$ cat src/rtl/vga_ctrl_param_if.sv
// vga_ctrl_param_if: pixel-source bus between the timing controller
// and the pixel source (address out, {R,G,B} back).
interface vga_ctrl_param_if #(
  parameter int CW = 8
);
  logic [9:0]      h_addr;
  logic [9:0]      v_addr;
  logic [3*CW-1:0] vga_data;

  modport master (
    output h_addr,
    output v_addr,
    input  vga_data
  );

  modport slave (
    input  h_addr,
    input  v_addr,
    output vga_data
  );
endinterface

$ cat src/rtl/vga_ctrl_param.sv
// vga_ctrl_param: parametrised VGA raster, sync and latency-matched RGB.
// Define VGA_TESTPAT_EN to add test_mode and the 8-bar test pattern.
module vga_ctrl_param #(
  parameter int H_ACTIVE = 640,
  parameter int H_FP     = 16,
  parameter int H_SYNC   = 96,
  parameter int H_BP     = 48,
  parameter int V_ACTIVE = 480,
  parameter int V_FP     = 10,
  parameter int V_SYNC   = 2,
  parameter int V_BP     = 33,
  parameter int HS_POL   = 0,
  parameter int VS_POL   = 0,
  parameter int CW       = 8,
  parameter int DATA_LAT = 0
) (
  input  logic          clk,
  input  logic          rst,
  input  logic          en,
  vga_ctrl_param_if.master src,
`ifdef VGA_TESTPAT_EN
  input  logic          test_mode,
`endif
  output logic          hsync,
  output logic          vsync,
  output logic          valid,
  output logic [CW-1:0] vga_r,
  output logic [CW-1:0] vga_g,
  output logic [CW-1:0] vga_b,
  output logic          frame_start,
  output logic          vblank
);

  localparam int H_TOTAL = H_ACTIVE + H_FP + H_SYNC + H_BP;
  localparam int V_TOTAL = V_ACTIVE + V_FP + V_SYNC + V_BP;

  if (H_TOTAL > 1024 || V_TOTAL > 1024) begin : g_total_chk
    $fatal(1, "vga_ctrl_param: line/frame total exceeds 1024");
  end

  if (DATA_LAT < 0 || DATA_LAT > 4) begin : g_lat_chk
    $fatal(1, "vga_ctrl_param: DATA_LAT must be 0..4");
  end

  localparam logic [9:0] H_ACT   = 10'(H_ACTIVE);
  localparam logic [9:0] H_LAST  = 10'(H_TOTAL - 1);
  localparam logic [9:0] HS_BEG  = 10'(H_ACTIVE + H_FP);
  localparam logic [9:0] HS_LAST = 10'(H_ACTIVE + H_FP + H_SYNC - 1);
  localparam logic [9:0] V_ACT   = 10'(V_ACTIVE);
  localparam logic [9:0] V_LAST  = 10'(V_TOTAL - 1);
  localparam logic [9:0] VS_BEG  = 10'(V_ACTIVE + V_FP);
  localparam logic [9:0] VS_LAST = 10'(V_ACTIVE + V_FP + V_SYNC - 1);

  localparam logic HS_ON = HS_POL[0];
  localparam logic VS_ON = VS_POL[0];

  // Sync bits travel as "in sync" flags; all-zero is the idle state.
  typedef struct packed {
    logic       act;
    logic       hs;
    logic       vs;
    logic       first;
    logic       vb;
    logic       tm;
    logic [2:0] bar;
  } ctrl_t;

  logic [9:0] h_cnt;
  logic [9:0] v_cnt;
  logic       h_last;
  logic       v_last;

  assign h_last = (h_cnt == H_LAST);
  assign v_last = (v_cnt == V_LAST);

  always_ff @(posedge clk) begin
    if (rst) begin
      h_cnt <= '0;
      v_cnt <= '0;
    end else if (en) begin
      if (h_last) begin
        h_cnt <= '0;
        v_cnt <= v_last ? '0 : v_cnt + 10'd1;
      end else begin
        h_cnt <= h_cnt + 10'd1;
      end
    end
  end

  logic       tm_now;
  logic [2:0] bar_now;

`ifdef VGA_TESTPAT_EN
  assign tm_now  = test_mode;
  assign bar_now = 3'(({3'b000, h_cnt} << 3) / 13'(H_ACTIVE));
`else
  assign tm_now  = 1'b0;
  assign bar_now = 3'b000;
`endif

  ctrl_t c_now;

  always_comb begin
    c_now       = '0;
    c_now.act   = (h_cnt < H_ACT) && (v_cnt < V_ACT);
    c_now.hs    = (h_cnt >= HS_BEG) && (h_cnt <= HS_LAST);
    c_now.vs    = (v_cnt >= VS_BEG) && (v_cnt <= VS_LAST);
    c_now.first = (h_cnt == '0) && (v_cnt == '0);
    c_now.vb    = (v_cnt >= V_ACT);
    c_now.tm    = tm_now;
    c_now.bar   = bar_now;
  end

  always_ff @(posedge clk) begin
    if (rst) begin
      src.h_addr <= '0;
      src.v_addr <= '0;
    end else if (en) begin
      src.h_addr <= c_now.act ? h_cnt : '0;
      src.v_addr <= c_now.act ? v_cnt : '0;
    end
  end

  // pipe[0] rides with the address; pipe[DATA_LAT] meets vga_data.
  ctrl_t pipe [DATA_LAT+1];

  always_ff @(posedge clk) begin
    if (rst) begin
      for (int i = 0; i <= DATA_LAT; i++) begin
        pipe[i] <= '0;
      end
    end else if (en) begin
      pipe[0] <= c_now;
      for (int i = 1; i <= DATA_LAT; i++) begin
        pipe[i] <= pipe[i-1];
      end
    end
  end

  ctrl_t           c_out;
  logic [3*CW-1:0] pix;

  assign c_out = pipe[DATA_LAT];

  always_comb begin
    pix = src.vga_data;
    if (c_out.tm) begin
      pix = {{CW{c_out.bar[2]}},
             {CW{c_out.bar[1]}},
             {CW{c_out.bar[0]}}};
    end
  end

  always_ff @(posedge clk) begin
    if (rst) begin
      hsync       <= ~HS_ON;
      vsync       <= ~VS_ON;
      valid       <= 1'b0;
      vga_r       <= '0;
      vga_g       <= '0;
      vga_b       <= '0;
      frame_start <= 1'b0;
      vblank      <= 1'b0;
    end else if (en) begin
      hsync       <= c_out.hs ? HS_ON : ~HS_ON;
      vsync       <= c_out.vs ? VS_ON : ~VS_ON;
      valid       <= c_out.act;
      vga_r       <= c_out.act ? pix[3*CW-1:2*CW] : '0;
      vga_g       <= c_out.act ? pix[2*CW-1:CW] : '0;
      vga_b       <= c_out.act ? pix[CW-1:0] : '0;
      frame_start <= c_out.first;
      vblank      <= c_out.vb;
    end
  end

endmodule
$ cat src/flat_wrapper.sv
// flat-port wrapper written by rule: the top's interface ports become plain ports
module vga_ctrl_param_flat 
#(
  parameter int H_ACTIVE = 640,
  parameter int H_FP     = 16,
  parameter int H_SYNC   = 96,
  parameter int H_BP     = 48,
  parameter int V_ACTIVE = 480,
  parameter int V_FP     = 10,
  parameter int V_SYNC   = 2,
  parameter int V_BP     = 33,
  parameter int HS_POL   = 0,
  parameter int VS_POL   = 0,
  parameter int CW       = 8,
  parameter int DATA_LAT = 0
)
  (clk, rst, en, hsync, vsync, valid, vga_r, vga_g, vga_b, frame_start, vblank, src_h_addr, src_v_addr, src_vga_data);
  vga_ctrl_param_if #(.CW(CW)) src_i ();
  input  logic clk;
  input  logic rst;
  input  logic en;
  output logic hsync;
  output logic vsync;
  output logic valid;
  output logic [CW-1:0] vga_r;
  output logic [CW-1:0] vga_g;
  output logic [CW-1:0] vga_b;
  output logic frame_start;
  output logic vblank;
  output wire logic [$bits(src_i.h_addr)-1:0] src_h_addr;
  output wire logic [$bits(src_i.v_addr)-1:0] src_v_addr;
  input wire logic [$bits(src_i.vga_data)-1:0] src_vga_data;
  assign src_h_addr = src_i.h_addr;
  assign src_v_addr = src_i.v_addr;
  assign src_i.vga_data = src_vga_data;
  vga_ctrl_param #(.H_ACTIVE(H_ACTIVE), .H_FP(H_FP), .H_SYNC(H_SYNC), .H_BP(H_BP), .V_ACTIVE(V_ACTIVE), .V_FP(V_FP), .V_SYNC(V_SYNC), .V_BP(V_BP), .HS_POL(HS_POL), .VS_POL(VS_POL), .CW(CW), .DATA_LAT(DATA_LAT)) u_core (.clk(clk), .rst(rst), .en(en), .src(src_i), .hsync(hsync), .vsync(vsync), .valid(valid), .vga_r(vga_r), .vga_g(vga_g), .vga_b(vga_b), .frame_start(frame_start), .vblank(vblank));
endmodule
$ cat config.mk
export PLATFORM = sky130hd
export DESIGN_NAME = vga_ctrl_param_flat
export DESIGN_NICKNAME = d
export VERILOG_FILES = /design/src/rtl/vga_ctrl_param_if.sv /design/src/rtl/vga_ctrl_param.sv /design/src/flat_wrapper.sv
export SDC_FILE = /design/constraint.sdc
export NUM_CORES = 1
export LEC_CHECK = 0
export ABC_AREA = 1
export ABC_CLOCK_PERIOD_IN_PS = 2300
export BUFFER_PORTS_ARGS = -buffer_cell sky130_fd_sc_hd__buf_2
export CORE_UTILIZATION = 56
export CTS_BUF_LIST = sky130_fd_sc_hd__clkbuf_8 sky130_fd_sc_hd__clkbuf_16
export DETAILED_ROUTE_END_ITERATION = 10
export PLACE_DENSITY_LB_ADDON = 0.25
export SLEW_MARGIN = 20
export SYNTH_ARGS = -nofsm -noshare
export SYNTH_HDL_FRONTEND = slang
export SYNTH_SLANG_ARGS = --single-unit
$ cat constraint.sdc
create_clock -name clk -period 2.3 [get_ports clk]
set_clock_uncertainty 0.1 [all_clocks]
set_input_delay 0.115 -clock clk [delete_from_list [all_inputs] [get_ports clk]]
set_output_delay 0.115 -clock clk [all_outputs]
set_load 0.05 [all_outputs]
==> results of run 1 <==
final timing paths:
check,from,endpoint,depth (start not counted)
setup / recovery,rst,u_core.pipe[0][2],8
hold / removal,en,u_core.h_cnt[4],3
setup reg to reg,u_core.h_cnt[1],u_core.v_cnt[6],8
hold reg to reg,u_core.pipe[0][2],u_core.vsync,1
worst max-delay path, cell delays in order:
cell	delay, ns
dlygate4sd3_1	0.53
buf_2	0.18
inv_2	0.15
nand2_1	0.12
inv_2	0.12
buf_4	0.32
o21ai_0	0.15
nor3_1	0.15
registers in the layout (all words and copies together), names as in the netlist:
name / flops
u_core.pipe: 5
u_core.src.v_addr: 10
u_core.valid: 1
u_core.hsync: 1
u_core.vga_r: 8
u_core.src.h_addr: 10
u_core.v_cnt: 10
u_core.vblank: 1
u_core.vga_b: 8
u_core.h_cnt: 10
u_core.vga_g: 8
u_core.vsync: 1
u_core.frame_start: 1
cell type report:
type / count / share of cell area, %
sequential: 74 / 40.2
multi-input combinational: 211 / 31.0
timing repair buffer: 102 / 16.8
clock buffer: 10 / 3.91
inverter: 36 / 3.55
clock inverter: 6 / 2.27
tap: 67 / 2.20
through the flow:
stage | cells | hold slack [ns] | total power [W] | cell area [um^2]
6_report | 506 | 0.0305 | 0.00275 | 3810
5_1_grt | 506 | 0.0498 | 0.00282 | 3810
4_1_cts | 506 | 0.0166 | 0.00275 | 3810
3_5_place_dp | 465 | 0.271 | 0.00157 | 3320
3_3_place_gp | 465 | 0.266 | 0.00156 | 3320
2_1_floorplan | 334 | 0.0865 | 0.00151 | 2910
cells by family (layout without fill, tap and decap cells):
| family | count (synthesis) | count (layout) | share of synthesized area, % |
|---|---|---|---|
| flops | 74 | 74 | 52.6 |
| buf+inv | 49 | 154 | 6.92 |
| fa+ha+maj | 5 | 5 | 2.15 |
| xor+xnor | 1 | 1 | 0.301 |
| simple gates | 138 | 138 | 21.6 |
| compound gates | 67 | 67 | 16.4 |
per-layer routing:
metal  global-route usage (%)  vias to the layer above  wire [um]
met3                     4.61                       12        473
met2                     50.6                      106       3730
met4                     13.0                        0        138
met5                        0                        -          0
met1                     30.5                     1257       3150
li1                         -                     1330          -
timing repair:
item	4_1_cts	5_1_grt
resized for setup	0	0
endpoints found under the setup margin	0	0
hold buffers	25	0
hold endpoints to repair	27	0
power breakdown:
group | switching (W) | internal [W] | total (W) | leakage, nW
logic | 0.000150 | 0.0000849 | 0.000235 | 1.02
clock network | 0.000489 | 0.000679 | 0.00117 | 0.124
registers | 0.0000247 | 0.00132 | 0.00135 | 0.614
cells in the final DEF (no fill, tap or decap), drive strengths merged:
cell type	instances
nand3b	2
nor3b	1
clkinv	1
nor4	2
buf	77
dlygate4sd3	25
clkbuf	10
inv	39
nand3	17
o21ai	28
nand4	4
ha	5
nand2	67
dfxtp	69
a22o	3
bufinv	2
nor3	6
a32o	24
nor2	39
xor2	1
a21oi	12
edfxtp	5
==> impl_results.md, run 1 <==
* Slew headroom at 44.8%
* Max rail drop VDD at 0.512 mV
* Final WS setup at 0.542 ns
* Chip height at 74.1 um
* Status: completed
* Fill count at 306
* Yosys warning count at 0
* CTS sink cnt at 74
* Clock Path Buffers at 2
* Ys flop type: dfxtp_1
* Nets at 466
* First-pass GRT wire length at 11.1 mm
* Antenna diode count at 0
* Hpwl dp at 4.40 mm
* Post-Syn Area at 2910 um^2
* Number of flops mapped to enable cells by yosys at 5
* Top-count cell post-synth: dfxtp_1
* Post-route ant nets at 0
* I/O Pins at 76
* CTS root buf: clkbuf_8
* TNS Setup at 0 ns
* Initial antenna violation count at 0
* Most frequent cells after synthesis: dfxtp_1, nand2_1, nor2_1
* CP Max Fanout at 30
* Die W at 74.1 um
* Initial Utilization at 60.1%
* Fin crit period at 1.76 ns
* Setup WS pre-CTS at 0.728 ns
* CTS tree: yes
* Crit path DAT at 1.84 ns
* Slew Limit Fails at 0
* Nature of the critical path startpoint: primary input
* Die area at 5490 um^2
* RSZ-0062 raised after global routing: no
* Clock Latency Late Sink at 0.35 ns
* Largest net degree at the start of global routing at 47
* Post-synthesis cell type count at 31
* H-tree levels at 3
* Num rows at 25
* Vias in the first global route at 2538
* Worst reg-to-reg setup slack at 0.69 ns
* Area delta synth->final at 30.8%
* Synth area leader: dfxtp_1
* GRT overflow at 0
* Fin crit share at 76.4%
* Residual DRC at 0
* FF+latch count, synth at 74
* GRT Total Usage at 27.4%
* Drt pass-1 iters at 5
* Worst setup path class: primary input to flip-flop
* Power per cell area at 722 nW/um^2
* Reg clk slew, reported paths at 0.08 ns
* Core box area at 4850 um^2
* I/O Buffers at 75
* Critical path endpoint category: flip-flop
* Syn Nets at 366
* Setup fix buffers added after clock tree synthesis at 0
* Ys async rst share at 0%
* Hold WC Path Type: primary input to flip-flop
* Yosys top cell area share at 47.4%
* Cts bufs inserted at 9
* RD Place Congestion at 0.896
* Area taken by multi-input logic gates at 1180 um^2
* Vias at 2705
* Avg Inst Size Synth at 8.72 um^2
* Proportion of layout cells with a drive suffix above 1 at 24.1%
* Detailed Route WL at 7.49 mm
* Final setup vio count at 0
* Via density at 5.35
* Ranking of synthesized cells by area: dfxtp_1, a32o_1, nand2_1
* Seq. cell area at 1530 um^2
* WP data required at 2.39 ns
* Routed length per instance at 14.8 um
* Final Hold Fails at 0
* Sequential area share after synthesis at 52.6%
* Core Util, Final at 78.5%
* # Max-Cap Violations at 0
* Leakage at 1.76 nW
* Synth Instances at 334
* DRT iter0 DRCs at 191
* Fmax at 0.569 GHz
* Worst Max-Slew Pin Slew at 0.828 ns
(Power assumes the default switching activity.)
==> run 2: changes to the inputs <==
--- a/config.mk
+++ b/config.mk
@@ -6,9 +6,9 @@
 export NUM_CORES = 1
 export LEC_CHECK = 0
 export ABC_AREA = 1
-export ABC_CLOCK_PERIOD_IN_PS = 2300
+export ABC_CLOCK_PERIOD_IN_PS = 1650
 export BUFFER_PORTS_ARGS = -buffer_cell sky130_fd_sc_hd__buf_2
-export CORE_UTILIZATION = 56
+export CORE_UTILIZATION = 52
 export CTS_BUF_LIST = sky130_fd_sc_hd__clkbuf_8 sky130_fd_sc_hd__clkbuf_16
 export DETAILED_ROUTE_END_ITERATION = 10
 export PLACE_DENSITY_LB_ADDON = 0.25
==> constraint.sdc (replaced) <==
create_clock -name clk -period 1.65 [get_ports clk]
set_clock_uncertainty 0.1 [all_clocks]
set_input_delay 0.0825 -clock clk [delete_from_list [all_inputs] [get_ports clk]]
set_output_delay 0.0825 -clock clk [all_outputs]
set_load 0.05 [all_outputs]
==> run 2 against run 1 <==
Critical path type is now flip-flop to flip-flop. Critical path depth is 1 lower. Worst hold slack better by 0.29 ns. Wire length is 1.1% higher. Power is 27% higher. Largest power group unchanged. Largest cell class unchanged. Clock power is 9% higher. Core utilization is 4.2 points lower.
==> impl_results.md, run 2 (synthesis results as in run 1) <==
* Fin crit period at 1.57 ns
* Nature of the critical path startpoint: flip-flop
* Fmax at 0.638 GHz
* Worst Max-Slew Pin Slew at 0.813 ns
* Final setup vio count at 0
* DRT iter0 DRCs at 135
* Hpwl dp at 4.64 mm
* Hold WC Path Type: flip-flop to flip-flop
* Vias at 2767
* Initial antenna violation count at 0
* Reg clk slew, reported paths at 0.08 ns
* CTS tree: yes
* GRT overflow at 0
* Die area at 5900 um^2
* Initial Utilization at 55.6%
* Most common cell after layout, fill and taps aside: buf_2
* Placement Cell Area at 3410 um^2
* Worst stage delay on the critical path at 0.41 ns
* Largest net degree at the start of global routing at 37
* Antenna diode count at 0
* CP startpoint: u_core.h_cnt[8]
* Area delta synth->final at 33.8%
* WP data required at 1.80 ns
* CTS root buf: clkbuf_8
* I/O Buffers at 75
* Clock Latency Late Sink at 0.35 ns
* Commonest non-fill, non-tap cells in the layout: buf_2, dfxtp_1, nand2_1
* Drt pass-1 iters at 4
* Residual DRC at 0
* Most frequent CP cell: nand2_1
* Crit-path cells: nand2_1 > inv_1 > nand3_2 > o21ai_4 > nand2_4 > nand2_1 > nor2_1
* Slew Limit Fails at 0
* RD Place Congestion at 0.925
* Vias in the first global route at 2546
* CTS sink cnt at 74
* Cts bufs inserted at 9
* Worst setup path class: flip-flop to flip-flop
* Fill count at 368
* Cell family with most CP delay: simple AND/OR/NAND/NOR gates
* First-pass GRT wire length at 12.1 mm
* Chip height at 76.8 um
* I/O Pins at 76
* H-tree levels at 3
* Hold Startpoint: u_core.pipe[0][3]
* RSZ-0062 raised after global routing: no
* Slowest-stage cell, CP: dfxtp_1
* Buffers & Inverters on Critical Path at 1
* Fin crit share at 95.0%
* Power per cell area at 899 nW/um^2
* Post-route ant nets at 0
* Crit path DAT at 1.72 ns
* Leakage at 1.81 nW
* Final instance area at 3890 um^2
* Routed length per instance at 14.5 um
* Critical path endpoint category: flip-flop
* Status: completed
* CP Max Fanout at 8
* Final Hold Fails at 0
* Slew headroom at 45.8%
* # Max-Cap Violations at 0
* GRT Total Usage at 26.5%
* Detailed Route WL at 7.58 mm
* Via density at 5.28
* Proportion of layout cells with a drive suffix above 1 at 27.5%
* Worst r2r src: u_core.h_cnt[8]
* TNS Setup at 0 ns
* Core box area at 5240 um^2
* Num rows at 26
* Max rail drop VDD at 0.523 mV
* Clock Path Buffers at 2
* Die W at 76.8 um
* Nets at 481
-- run 2: cell types whose count changed in the layout (fill, tap and decap cells not counted), sizes merged --
cell	previous run	this run
buf	77	91
clkinv	1	3
inv	39	37
clkbuf	10	11
clkinvlp	0	1
dlygate4sd3	25	26
bufinv	2	0
-- run 2: layout make-up --
class                      instances  area [um^2]  area share, %
sequential                        74         1540           39.4
multi-input combinational        211         1200           30.7
timing repair buffer             117          759           19.5
clock buffer                      11          151           3.89
inverter                          36          135           3.47
tap                               70         87.6           2.25
clock inverter                     5         30.0          0.771
-- run 2: timing repair --
item | CTS | global route
setup buffers | 0 | 3
hold buffers | 26 | 0
endpoints found under the hold margin | 28 | 0
setup endpoints to repair | 0 | 11
resized for setup | 0 | 9
-- run 2: path summary, 6_finish.rpt --
check / end / slack, ns / depth (start not counted)
hold reg to reg: u_core.hsync / 0.32 / 1
hold / removal: u_core.hsync / 0.32 / 1
setup reg to reg: u_core.v_cnt[6] / 0.08 / 7
setup / recovery: u_core.v_cnt[6] / 0.08 / 7
-- run 2: per-layer routing --
layer | up-vias | GRT usage, % | share of wire (%)
met5 | - | 0 | 0
met4 | 0 | 9.81 | 1.4
met3 | 9 | 6.67 | 6.4
met2 | 111 | 44.7 | 48
met1 | 1284 | 32.4 | 45
li1 | 1363 | - | -
-- run 2: per-stage QoR --
step / hold WS (ns) / total power (W) / worst slack [ns] / instances / utilization, %
3_3_place_gp: 0.234 / 0.00219 / 0.111 / 479 / 65.1
6_report: 0.318 / 0.00350 / 0.0827 / 524 / 74.4
5_1_grt: 0.334 / 0.00362 / 0.0103 / 524 / 74.4
4_1_cts: 0.321 / 0.00350 / 0.0272 / 521 / 73.5
2_1_floorplan: 0.0540 / 0.00210 / 0.213 / 334 / -
3_5_place_dp: 0.240 / 0.00219 / 0.0477 / 479 / 65.1
-- run 2: where the power goes --
group	internal [W]	switching (W)
registers	0.00184	0.0000348
logic	0.000127	0.000211
clock network	0.000620	0.000664
total	0.00259	0.000910
